==> config.mk <==
export PLATFORM = sky130hd
export DESIGN_NAME = rst_seq_xilusp
export DESIGN_NICKNAME = d
export VERILOG_FILES = /design/src/rtl/rst_seq_pkg.sv /design/src/rtl/prim_flop_2sync.sv /design/src/rtl/rst_seq_xilusp.sv
export SDC_FILE = /design/constraint.sdc
export NUM_CORES = 1
export LEC_CHECK = 0
export BUFFER_PORTS_ARGS = -buffer_cell sky130_fd_sc_hd__buf_2
export CAP_MARGIN = 20
export CORE_ASPECT_RATIO = 1.1
export CORE_MARGIN = 4
export CORE_UTILIZATION = 47
export CTS_CLUSTER_SIZE = 40
export DETAILED_ROUTE_END_ITERATION = 16
export GPL_TIMING_DRIVEN = 0
export PLACE_DENSITY = 0.68
export SETUP_SLACK_MARGIN = 0.2
export SYNTH_ARGS = -nofsm -noshare
export SYNTH_HDL_FRONTEND = slang
export SYNTH_SLANG_ARGS = --single-unit
==> constraint.sdc <==
create_clock -name clk_i -period 2.1 [get_ports clk_i]
set_input_delay 0.21 -clock clk_i [delete_from_list [all_inputs] [get_ports clk_i]]
set_output_delay 0.21 -clock clk_i [all_outputs]
set_load 0.05 [all_outputs]
==> src/rtl/rst_seq_pkg.sv <==
// Shared types and defaults for the UltraScale+ reset sequencer.
// Holds the FSM state encoding, the lock-loss counter width and the default timing.
package rst_seq_pkg;

    typedef enum logic [2:0] {
        ST_WAIT_LOCK,
        ST_STABLE,
        ST_RELEASE,
        ST_RUN,
        ST_HOLD
    } state_e;

    localparam int LockLossW = 8;

    localparam int DefNumRst           = 3;
    localparam int DefLockStableCycles = 1024;
    localparam int DefGapCycles        = 16;
    localparam int DefHoldCycles       = 32;

    function automatic int max3(input int a, input int b, input int c);
        int m;
        m = (a > b) ? a : b;
        return (m > c) ? m : c;
    endfunction

endpackage

==> src/rtl/prim_flop_2sync.sv <==
// Two-flop synchroniser for bringing asynchronous level signals into clk_i.
// Both stages reset to ResetValue so a fresh reset never reports a stale level.
module prim_flop_2sync #(
    parameter int               Width      = 1,
    parameter logic [Width-1:0] ResetValue = '0
) (
    input  logic             clk_i,
    input  logic             rst_ni,
    input  logic [Width-1:0] d_i,
    output logic [Width-1:0] q_o
);

    logic [Width-1:0] r_meta;
    logic [Width-1:0] r_sync;

    always_ff @(posedge clk_i or negedge rst_ni) begin
        if (!rst_ni) begin
            r_meta <= ResetValue;
            r_sync <= ResetValue;
        end else begin
            r_meta <= d_i;
            r_sync <= r_meta;
        end
    end

    assign q_o = r_sync;

endmodule

==> src/rtl/rst_seq_xilusp.sv <==
// Reset sequencer: qualifies PLL lock, releases NumRst resets in order with a fixed gap,
// and re-asserts them on lock loss or software request while counting lock-loss events.
module rst_seq_xilusp
    import rst_seq_pkg::*;
#(
    parameter int NumRst           = DefNumRst,
    parameter int LockStableCycles = DefLockStableCycles,
    parameter int GapCycles        = DefGapCycles,
    parameter int HoldCycles       = DefHoldCycles
) (
    input  logic                 clk_i,
    input  logic                 rst_ni,
    input  logic                 locked_i,
    input  logic                 sw_rst_req_i,
    output logic [NumRst-1:0]    rst_n_o,
    output logic                 seq_done_o,
    output logic [LockLossW-1:0] lock_loss_o
);

    localparam int CntMax = max3(LockStableCycles, GapCycles, HoldCycles);
    localparam int CntW   = $clog2(CntMax + 1);
    localparam int IdxW   = (NumRst > 1) ? $clog2(NumRst) : 1;

    // The counter is loaded with N-1 and the move happens on the edge that sees zero,
    // so each phase lasts exactly N edges.
    localparam logic [CntW-1:0] LoadStable = CntW'(LockStableCycles - 1);
    localparam logic [CntW-1:0] LoadGap    = CntW'(GapCycles - 1);
    localparam logic [CntW-1:0] LoadHold   = CntW'(HoldCycles - 1);
    localparam logic [IdxW-1:0] LastIdx    = IdxW'(NumRst - 1);

    if (NumRst < 1) begin : g_chk_num_rst
        $error("NumRst must be >= 1");
    end
    if (LockStableCycles < 1) begin : g_chk_lock_stable
        $error("LockStableCycles must be >= 1");
    end
    if (GapCycles < 1) begin : g_chk_gap
        $error("GapCycles must be >= 1");
    end
    if (HoldCycles < 1) begin : g_chk_hold
        $error("HoldCycles must be >= 1");
    end

    logic                 w_locked_s;
    state_e               r_state;
    logic [CntW-1:0]      r_cnt;
    logic [IdxW-1:0]      r_idx;
    logic [NumRst-1:0]    r_rst_n;
    logic                 r_seq_done;
    logic [LockLossW-1:0] r_lock_loss;

    prim_flop_2sync #(
        .Width      (1),
        .ResetValue (1'b0)
    ) u_lock_sync (
        .clk_i  (clk_i),
        .rst_ni (rst_ni),
        .d_i    (locked_i),
        .q_o    (w_locked_s)
    );

    always_ff @(posedge clk_i or negedge rst_ni) begin
        if (!rst_ni) begin
            r_state     <= ST_WAIT_LOCK;
            r_cnt       <= '0;
            r_idx       <= '0;
            r_rst_n     <= '0;
            r_seq_done  <= 1'b0;
            r_lock_loss <= '0;
        end else begin
            case (r_state)
                ST_WAIT_LOCK: begin
                    if (w_locked_s) begin
                        r_cnt   <= LoadStable;
                        r_state <= ST_STABLE;
                    end
                end

                // Lock loss is ignored here: HOLD always runs to completion.
                ST_HOLD: begin
                    if (r_cnt == '0) begin
                        r_state <= ST_WAIT_LOCK;
                    end else begin
                        r_cnt <= r_cnt - CntW'(1);
                    end
                end

                // STABLE, RELEASE and RUN share the fault paths; lock loss beats sw request.
                default: begin
                    if (!w_locked_s) begin
                        r_rst_n    <= '0;
                        r_seq_done <= 1'b0;
                        r_state    <= ST_WAIT_LOCK;
                        if (r_state != ST_STABLE && r_lock_loss != '1) begin
                            r_lock_loss <= r_lock_loss + LockLossW'(1);
                        end
                    end else if (sw_rst_req_i) begin
                        r_rst_n    <= '0;
                        r_seq_done <= 1'b0;
                        r_cnt      <= LoadHold;
                        r_state    <= ST_HOLD;
                    end else if (r_state == ST_STABLE) begin
                        if (r_cnt == '0) begin
                            r_rst_n[0] <= 1'b1;
                            if (NumRst == 1) begin
                                r_seq_done <= 1'b1;
                                r_state    <= ST_RUN;
                            end else begin
                                r_idx   <= IdxW'(1);
                                r_cnt   <= LoadGap;
                                r_state <= ST_RELEASE;
                            end
                        end else begin
                            r_cnt <= r_cnt - CntW'(1);
                        end
                    end else if (r_state == ST_RELEASE) begin
                        if (r_cnt == '0) begin
                            r_rst_n[r_idx] <= 1'b1;
                            if (r_idx == LastIdx) begin
                                r_seq_done <= 1'b1;
                                r_state    <= ST_RUN;
                            end else begin
                                r_idx <= r_idx + IdxW'(1);
                                r_cnt <= LoadGap;
                            end
                        end else begin
                            r_cnt <= r_cnt - CntW'(1);
                        end
                    end
                end
            endcase
        end
    end

    assign rst_n_o     = r_rst_n;
    assign seq_done_o  = r_seq_done;
    assign lock_loss_o = r_lock_loss;

endmodule

==> results of run 1 <==
worst max-delay path, delay by kind of cell, from the launching register on:
family          cells  cell delay, ns
compound gates      1            0.18
buf+inv             1            0.17
flops               1            0.40
simple gates        4            1.16
cell type report:
| class | count | area, um^2 |
|---|---|---|
| timing repair buffer | 38 | 272 |
| clock buffer | 7 | 55.1 |
| multi-input combinational | 128 | 1000 |
| fill | 263 | 1170 |
| sequential | 30 | 757 |
| clock inverter | 1 | 5.00 |
| buffer | 5 | 31.3 |
| inverter | 10 | 37.5 |
| tap | 48 | 60.1 |
metal layers:
layer,GRT usage,routed length [um],vias up
li1,-,-,721
met1,0.224,1740,737
met2,0.290,2000,45
met3,0.0587,184,9
met4,0.0869,71,0
met5,0,0,-
repair_timing:
action | 4_1_cts | 5_1_grt
gates cloned | 1 | 1
endpoints found under the setup margin | 21 | 23
buffers inserted | 11 | 9
hold endpoints to repair | 31 | 0
pin swaps | 9 | 5
resized for setup | 8 | 27
hold buffers | 2 | 0
worst paths after layout:
kind	slack [ns]	depth (start not counted)	startpoint	to
setup / recovery	0.09	6	r_cnt[8]$_DFFE_PN0P_	r_idx[1]$_DFFE_PN0P_
hold / removal	0.21	3	sw_rst_req_i	r_state[2]$_DFFE_PN0P_
setup reg to reg	0.09	6	r_cnt[8]$_DFFE_PN0P_	r_idx[1]$_DFFE_PN0P_
hold reg to reg	0.36	0	u_lock_sync.r_meta$_DFF_PN0_	u_lock_sync.q_o$_DFF_PN0_
max in group asynchronous	1.20	2	rst_ni	lock_loss_o[1]$_DFFE_PN0P_
min in group asynchronous	0.44	2	rst_ni	r_idx[1]$_DFFE_PN0P_
placed cells by master, fill, tap and decap left out, types with 3 or more instances in the layout:
cell type,instances
nor2_1,14
clkbuf_2,4
a41o_1,3
inv_1,10
xor2_1,4
nand2b_1,5
xnor2_1,4
dfrtp_2,5
a21oi_2,7
dfrtp_1,25
nand2_1,13
o21ai_1,4
o21ai_0,4
buf_4,16
nor3_1,5
ha_1,4
clkbuf_4,5
nand4_1,3
buf_2,15
buf_6,6
a21oi_1,9
or2_2,3
state kept, by name (all words and copies together) (netlist names):
register and cells:
u_lock_sync.q_o 1, rst_n_o 3, lock_loss_o 8, u_lock_sync.r_meta 1, r_idx 2, r_cnt 11, r_state 3, seq_done_o 1
stage by stage:
step	area [um^2]	cells	power [mW]
final	2220	267	2.83
after global routing	2220	267	3.03
after CTS	2040	257	2.55
after detailed placement	1850	235	2.05
after global placement	1850	235	2.01
after floorplan	1720	172	1.79
cells by family after synthesis:
group | after synthesis
xor gates and xnor gates | 8
buffers and inverters | 15
AOI/OAI and AO/OA | 50
DFF | 30
adders and majority gates | 6
muxes | 4
and+or+nand+nor | 59
power by group through the flow:
stage	Combinational, mW	Sequential, mW	Clock [mW]
after CTS	1.28	0.882	0.383
after global routing	1.70	0.919	0.411
after floorplan	0.739	1.05	0
after global placement	1.10	0.911	0
after detailed placement	1.13	0.920	0
final	1.56	0.903	0.366
==> out/qor.txt, run 1 <==
Via density: 5.66
Congestion Overflow GR: 0
Final setup violation count: 0
Clk root buf: clkbuf_4
First-pass GRT wire length: 6500 um
WL per Instance: 15.0 um
Yosys top cell area share: 0.449
FMAX: 0.499 GHz
Synth Area in XOR/XNOR: 0.0419
IO buf count: 15
Crit end category: flip-flop
Mux contribution to synthesized area: 0.0254
Post-synthesis compound-gate area fraction: 0.213
Final setup TNS: 0 ns
Critical Path AT: 2.23 ns
ANT cells: 0
Status: finished clean
Synthesized flop and latch total: 30
Startpoint Class: flip-flop
Slowest stage delay, CP: 0.57 ns
WHS: 0.213 ns
Synth Cell Area: 1670 um^2
Most frequent cell after synthesis: dfrtp_1
Seq pwr share: 0.320
Starting Density: 0.494
Worst path slowest cell: or4_4
Pre-CTS setup slack: -0.209 ns
Switching pwr: 1.28 mW
Worst min-delay path category: primary input to flip-flop
Crit Path Max Fanout: 6
Slew HR: 0.561
Detailed Place HPWL: 2470 um
Die ar.: 4580 um^2
1st-iter DRT viols: 121
GPL Wtd Cong: 0.889
Slew @ Worst Pin: 0.658 ns
Cell Pwr Density: 1270 nW/um^2
DRT antenna net count: 0
Worst-path cell chain: or4_4 -> nor4_4 -> buf_6 -> nand3_2 -> or3_4 -> a22o_1
Final setup skew: 0.00495 ns
First drt pass iteration count: 4
CTS Sinks: 30
Library cells used by synthesis: 45
Final core occ: 0.655
Avg Synthesized Cell Area: 9.72 um^2
Share of post-route cells with drive strength above 1: 0.393
Via count: 1512
Synth warn: 0
Sw Ratio: 0.453
Fin crit period: 2.01 ns
LEAKAGE: 0.977 nW
GRT Total Usage: 0.183
Clk pwr share: 0.130
Ys async rst share: 1.00
WS Path Type: flip-flop to flip-flop
Setup WS post-layout: 0.0942 ns
Ports: 16
Hold Vio Cnt, Final: 0
Die height: 70.5 um
DRC Markers: 0
Fin. max-slew vios: 0
Top cells by area, synth: dfrtp_1 45%, a21oi_1 5.1%, ha_1 4.5%, nor2_1 3.6%, nand2_1 2.9%
Fin nets: 228
EDFF count, synth: 0
Max-cap viol count: 0
Inserted Clock Buffers: 5
Area delta synth->final: 32.6%
Core Rows: 22
CTS tree: done
CTS Buffer Depth: 2
Yosys top cell by area: dfrtp_1
Internal power: 1.55 mW
Comb pwr share: 0.551
Main synth FF type: dfrtp_1
Cells after synthesis: 172
Core area: 3390 um^2
Post-Synth Simple-Gate Area: 0.191
RSZ-0062 raised after global routing: yes
Synthesized Nets: 182
Synth top cells by count: 30 x dfrtp_1, 17 x a21oi_1, 16 x nor2_1
Vias in the first global route: 1498
Largest net degree at the start of global routing: 31
H-tree levels: 2
Largest family of logic cells by synthesized area: compound AO/OA/AOI/OAI gates
Total wire length: 4000 um
Initial antenna violation count: 0
Adder-cell share of the synthesized area: 0.0449
CP required: 2.33 ns
Seq/Total Area, Yosys: 0.449
Final worst path period share: 0.955
Clock Pin Slew Worst Setup and Hold Paths: 0.10 ns
Clk_lat worst skew: 0.33 ns
Maximum vdd ir drop: 0.833 mV
Die width: 64.9 um
Note: power is estimated with default switching activity, not from simulation.
==> run 2: changes to the inputs <==
--- a/config.mk
+++ b/config.mk
@@ -9,11 +9,11 @@
 export CAP_MARGIN = 20
 export CORE_ASPECT_RATIO = 1.1
 export CORE_MARGIN = 4
-export CORE_UTILIZATION = 47
+export CORE_UTILIZATION = 50
 export CTS_CLUSTER_SIZE = 40
 export DETAILED_ROUTE_END_ITERATION = 16
 export GPL_TIMING_DRIVEN = 0
-export PLACE_DENSITY = 0.68
+export PLACE_DENSITY = 0.72
 export SETUP_SLACK_MARGIN = 0.2
 export SYNTH_ARGS = -nofsm -noshare
 export SYNTH_HDL_FRONTEND = slang
==> run 2 against run 1 <==
Utilization rose by 2.3 points; clock power rose by 4%; first-iteration DRC count fell by 48%; maximum frequency fell by 1.0%.
==> out/qor.txt, run 2 (same netlist as run 1, synthesis figures left out) <==
Clk root buf: clkbuf_4
Crit Path Max Fanout: 5 (-1)
Fin nets: 221 (-3.1%)
Largest register FFs: 11 (unchanged)
CP required: 2.34 ns (about the same)
Final setup skew: 0.00733 ns (+0.00238 ns)
Cell Pwr Density: 1270 nW/um^2 (about the same)
Worst min-delay path category: primary input to flip-flop
Pre-CTS setup slack: -0.199 ns (+0.00972 ns)
Core Rows: 21 (-4.5%)
Congestion Overflow GR: 0 (unchanged)
Startpoint Class: flip-flop
H-tree levels: 2 (unchanged)
Max-cap viol count: 0 (unchanged)
Final worst path period share: 0.965 (+0.00965)
FMAX: 0.494 GHz (-1.0%)
Most flops, register: r_cnt
Total wire length: 3870 um (-3.1%)
Detailed Place HPWL: 2460 um (-0.32%)
IO buf count: 15 (unchanged)
DRT antenna net count: 0 (unchanged)
Internal power: 1.46 mW (-5.6%)
DRC Markers: 0 (unchanged)
First-pass GRT wire length: 6730 um (+3.5%)
Via density: 5.95 (+5.1%)
Starting Density: 0.535 (+0.0409)
Die height: 68.6 um (-2.7%)
WS Path Type: flip-flop to flip-flop
Core area: 3130 um^2 (-7.6%)
Crit end category: flip-flop
Final setup violation count: 0 (unchanged)
Total Power: 2.70 mW (-4.4%)
Filler cell count: 246 (-6.5%)
Maximum vdd ir drop: 1.02 mV (+23%)
1st-iter DRT viols: 63 (-48%)
Vias in the first global route: 1516 (+1.2%)
Most frequent cells in the layout: 27 x dfrtp_1, 15 x buf_2, 13 x nand2_1, 13 x nor2_1
Die ar.: 4330 um^2 (-5.3%)
Die width: 63.1 um (-2.7%)
Clk pwr share: 0.141 (+0.011)
Clock Pin Slew Worst Setup and Hold Paths: 0.11 ns (about the same)
Fin. max-slew vios: 0 (unchanged)
Status: finished clean
Largest net degree at the start of global routing: 31 (unchanged)
Initial antenna violation count: 0 (unchanged)
Inserted Clock Buffers: 5 (unchanged)
Share of post-route cells with drive strength above 1: 0.377 (-0.0153)
CTS Sinks: 30 (unchanged)
Area delta synth->final: 26.9%
GPL Wtd Cong: 0.882 (-0.73%)
WL per Instance: 15.7 um (+5.2%)
Via count: 1464 (-3.2%)
Clk_lat worst skew: 0.34 ns (about the same)
Ports: 16 (unchanged)
Comb pwr share: 0.526 (-0.025)
Hold Vio Cnt, Final: 0 (unchanged)
Critical Path AT: 2.26 ns (+0.03 ns)
Switching pwr: 1.24 mW (-2.9%)
Sw Ratio: 0.459 (+0.00680)
CTS Buffer Depth: 2 (unchanged)
Setup WS post-layout: 0.0740 ns (-0.0203 ns)
Slew @ Worst Pin: 0.667 ns (+0.00875 ns)
ANT cells: 0 (unchanged)
Seq pwr share: 0.333 (+0.013)
First drt pass iteration count: 4 (unchanged)
RSZ-0062 raised after global routing: yes
Fin crit period: 2.03 ns (+0.0203 ns)
GRT Total Usage: 0.202 (+0.0198)
LEAKAGE: 0.945 nW (-3.2%)
Slew HR: 0.555 (-0.00583)
Most frequent standard cell in the layout excluding fill and tap cells: dfrtp_1
CTS tree: done
==> run 2: path summary, 6_finish.rpt <==
check                                                   from  cells after the start                   endpoint  slack [ns]
worst min register to register  u_lock_sync.r_meta$_DFF_PN0_                      0  u_lock_sync.q_o$_DFF_PN0_        0.36
min in group asynchronous                             rst_ni                      2     rst_n_o[0]$_DFFE_PN0P_        0.42
worst min-delay path                            sw_rst_req_i                      3     r_state[2]$_DFFE_PN0P_        0.21
max in group asynchronous                             rst_ni                      2       r_cnt[5]$_DFFE_PN0P_        1.20
worst max register to register          r_cnt[5]$_DFFE_PN0P_                      6       r_idx[1]$_DFFE_PN0P_        0.07
worst max-delay path                    r_cnt[5]$_DFFE_PN0P_                      6       r_idx[1]$_DFFE_PN0P_        0.07
==> run 2: power by group through the flow <==
stage	sequential [mW]	clock, mW	combinational (mW)
6_report	0.899	0.381	1.42
5_1_grt	0.921	0.420	1.54
4_1_cts	0.889	0.391	1.35
3_5_place_dp	0.926	0	1.13
3_3_place_gp	0.911	0	1.09
2_1_floorplan	1.05	0	0.739
==> run 2: layer usage <==
| metal | global-route usage | vias up | part of all wire |
|---|---|---|---|
| met4 | 0.0992 | 0 | 0.022 |
| met1 | 0.222 | 724 | 0.42 |
| met3 | 0.0519 | 7 | 0.040 |
| met5 | 0 | - | 0 |
| li1 | - | 700 | - |
| met2 | 0.370 | 33 | 0.52 |
==> run 2: per-stage QoR <==
step / hold slack [ns] / TNS [ns] / utilization / cells / area [um^2]
floorplan: -0.0856 / 0 / - / 172 / 1720
global placement: 0.277 / -1.07 / 0.587 / 221 / 1830
detailed placement: 0.292 / -1.42 / 0.587 / 221 / 1830
CTS: 0.197 / 0 / 0.660 / 242 / 2060
global route: 0.219 / 0 / 0.678 / 246 / 2120
finish: 0.212 / 0 / 0.678 / 246 / 2120
==> run 2: final cells by class <==
type                            instances  area (um^2)  share of cell area
Multi-Input combinational cell        127          965               0.455
Sequential cell                        30          754               0.356
Timing Repair Buffer                   32          226               0.107
Clock buffer                            6         51.3              0.0242
Tap cell                               34         42.5              0.0201
Inverter                               10         37.5              0.0177
Buffer                                  5         31.3              0.0147
Clock inverter                          2         12.5             0.00590
==> run 2: timing repair <==
item	CTS	global route
cloned	1	0
endpoints found under the setup margin	21	23
buffers inserted	10	4
gates resized for setup	19	13
pin swaps	8	6
endpoints found under the hold margin	31	0
hold buffers	2	0
==> run 2: worst max-delay path, cell delays in order, from the launching register on <==
cell	delay (ns)
dfrtp_2	0.42
or4_4	0.56
nor4_4	0.14
buf_4	0.19
nand3_2	0.08
or3_4	0.34
a22o_1	0.19
==> run 3: changes to the inputs <==
--- a/config.mk
+++ b/config.mk
@@ -14,7 +14,9 @@
 export DETAILED_ROUTE_END_ITERATION = 16
 export GPL_TIMING_DRIVEN = 0
 export PLACE_DENSITY = 0.72
+export REMOVE_ABC_BUFFERS = 1
 export SETUP_SLACK_MARGIN = 0.2
+export SLEW_MARGIN = 40
 export SYNTH_ARGS = -nofsm -noshare
 export SYNTH_HDL_FRONTEND = slang
 export SYNTH_SLANG_ARGS = --single-unit
==> run 3 against run 2 <==
The flow now finishes with violations (setup timing); combinational power about the same; sequential power increased by 4.0%; clock skew up 0.0013 ns; routed wire length is 3.0% higher; final cell count increased by 0.41%; global-route usage is 1.2 points lower; utilization up 2.0 points; maximum frequency down 4.7%; via count increased by 1.0%; largest cell class unchanged.
==> out/qor.txt, run 3 (same netlist as run 1, synthesis figures left out) <==
Status: finished with violations
Failing checks: setup timing
Total wire length: 3990 um (+3.0%)
CTS Sinks: 30 (unchanged)
Largest net degree at the start of global routing: 31 (unchanged)
Clock Pin Slew Worst Setup and Hold Paths: 0.10 ns (about the same)
DRT antenna net count: 0 (unchanged)
Pre-CTS setup slack: -0.423 ns (-0.224 ns)
Crit end category: flip-flop
Clk root buf: clkbuf_4
Area delta synth->final: 30.7%
Core Rows: 21 (unchanged)
RSZ-0062 raised after global routing: yes
Final setup skew: 0.00858 ns (+0.00126 ns)
Startpoint Class: flip-flop
GRT Total Usage: 0.191 (-0.0117)
Non-Filler Instances: 247 (+0.41%)
RR Startpoint: r_idx[0]$_DFFE_PN0P_
First drt pass iteration count: 4 (unchanged)
LEAKAGE: 0.983 nW (+4.0%)
Most flops, register: r_cnt
Starting Density: 0.535 (unchanged)
First-pass GRT wire length: 6440 um (-4.3%)
Cell Pwr Density: 1280 nW/um^2 (+0.72%)
Hold Vio Cnt, Final: 0 (unchanged)
WHS: 0.195 ns (-0.0177 ns)
Setup WS post-layout: -0.0260 ns (-0.100 ns)
Clk pwr share: 0.165 (+0.024)
Die width: 63.1 um (unchanged)
Seq pwr share: 0.334 (about the same)
Fin nets: 222 (+0.45%)
1st-iter DRT viols: 122 (+94%)
Detailed Place HPWL: 2280 um (-7.4%)
Slowest stage delay, CP: 0.45 ns (-0.11 ns)
Maximum vdd ir drop: 1.28 mV (+25%)
CTS Buffer Depth: 2 (unchanged)
Switching pwr: 1.24 mW (about the same)
Via density: 5.99 (+0.62%)
Fin. max-slew vios: 0 (unchanged)
IO buf count: 15 (unchanged)
Comb pwr share: 0.502 (-0.024)
WL per Instance: 16.1 um (+2.6%)
Worst path slowest cell: or3b_2
ANT cells: 0 (unchanged)
Hold path startpoint: sw_rst_req_i
Vias in the first global route: 1468 (-3.2%)
Final setup violation count: 1 (+1)
Inserted Clock Buffers: 5 (unchanged)
Worst-path cell chain: inv_1 -> ha_1 -> or3b_2 -> o21ai_0 -> nand3_4 -> or3_4 -> a22o_1
Crit Path Max Fanout: 4 (-1)
Final worst path period share: 1.01 (+0.0476)
FMAX: 0.470 GHz (-4.7%)
Die height: 68.6 um (unchanged)
Largest register FFs: 11 (unchanged)
Total Power: 2.80 mW (+3.8%)
Placed insts: 216 (-2.3%)
GPL Wtd Cong: 0.895 (+1.4%)
Slew @ Worst Pin: 0.677 ns (+0.0103 ns)
Most frequent standard cell in the layout excluding fill and tap cells: dfrtp_1
H-tree levels: 2 (unchanged)
Initial antenna violation count: 0 (unchanged)
Core area: 3130 um^2 (unchanged)
Critical Path AT: 2.36 ns (+0.10 ns)
Slew HR: 0.548 (-0.00684)
DRC Markers: 0 (unchanged)
Ports: 16 (unchanged)
Max-cap viol count: 0 (unchanged)
CTS tree: done
WS Path Type: flip-flop to flip-flop
Via count: 1479 (+1.0%)
Sw Ratio: 0.443 (-0.0163)
Die ar.: 4330 um^2 (unchanged)
Worst setup path startpoint: r_idx[0]$_DFFE_PN0P_
Fin crit period: 2.13 ns (+0.100 ns)
Internal power: 1.56 mW (+6.9%)
Share of post-route cells with drive strength above 1: 0.376 (-0.00177)
Clk_lat worst skew: 0.34 ns (about the same)
Congestion Overflow GR: 0 (unchanged)
Most frequent cells in the layout: 28 x dfrtp_1, 16 x buf_2, 14 x buf_4
CP required: 2.33 ns (about the same)
Worst min-delay path category: primary input to flip-flop
run 3: cell count changes in the layout (fill, tap and decap cells not counted), sizes merged:
cell,change
clkinv,+1
buf,+5
clkinvlp,-1
bufinv,+1
clkbuf,-5
run 3: power by group through the flow:
stage | sequential, mW | clock, mW | combinational, mW
final | 0.935 | 0.461 | 1.41
after CTS | 0.921 | 0.466 | 1.20
after global placement | 0.949 | 0 | 0.949
after detailed placement | 0.964 | 0 | 0.975
after floorplan | 1.08 | 0 | 0.621
after global routing | 0.966 | 0.493 | 1.54
run 3: metrics by stage:
step | cell area, um^2 | setup TNS [ns] | utilization
final | 2180 | -0.0260 | 0.699
after detailed placement | 1770 | -4.22 | 0.566
after floorplan | 1650 | -1.09 | -
after global routing | 2180 | -0.248 | 0.699
after CTS | 2040 | 0 | 0.652
after global placement | 1770 | -3.66 | 0.566
run 3: final cells by class:
cell class	count	area, um^2
clock buffers	5	37.5
clock inverters	3	40.0
fillers	240	942
inverters	10	37.5
multi-input cells	127	1000
flip-flops and latches	30	753
well taps	34	42.5
repair buffers	38	273
run 3: final timing paths:
check                                             end  slack [ns]  cells past startpoint
max in group asynchronous        r_cnt[5]$_DFFE_PN0P_        1.19                      2
hold reg to reg             u_lock_sync.q_o$_DFF_PN0_        0.36                      0
hold / removal                 r_state[2]$_DFFE_PN0P_        0.19                      3
setup reg to reg                 r_idx[1]$_DFFE_PN0P_       -0.03                      7
min in group asynchronous  lock_loss_o[5]$_DFFE_PN0P_        0.43                      2
setup / recovery                 r_idx[1]$_DFFE_PN0P_       -0.03                      7
run 3: repair_timing:
| action | 4_1_cts | 5_1_grt |
|---|---|---|
| endpoints found under the setup margin | 28 | 21 |
| endpoints found under the hold margin | 31 | 0 |
| pin swaps | 10 | 13 |
| buffers inserted | 15 | 5 |
| hold buffers | 2 | 0 |
| gates cloned | 1 | 0 |
| resized for setup | 14 | 26 |
run 3: worst max-delay path: cells and delay by family, from the launching register on:
| kind | cells | cell delay (ns) |
|---|---|---|
| DFF | 1 | 0.36 |
| buffers and inverters | 1 | 0.08 |
| and+or+nand+nor | 3 | 0.94 |
| AOI/OAI and AO/OA | 2 | 0.38 |
| adders and majority gates | 1 | 0.25 |
run 3: per-layer routing:
metal | vias to the layer above | wire length [um] | GRT usage
met4 | 0 | 65 | 0.0854
met2 | 43 | 1970 | 0.340
met1 | 721 | 1750 | 0.223
met5 | - | 0 | 0
li1 | 706 | - | -
met3 | 9 | 202 | 0.0438
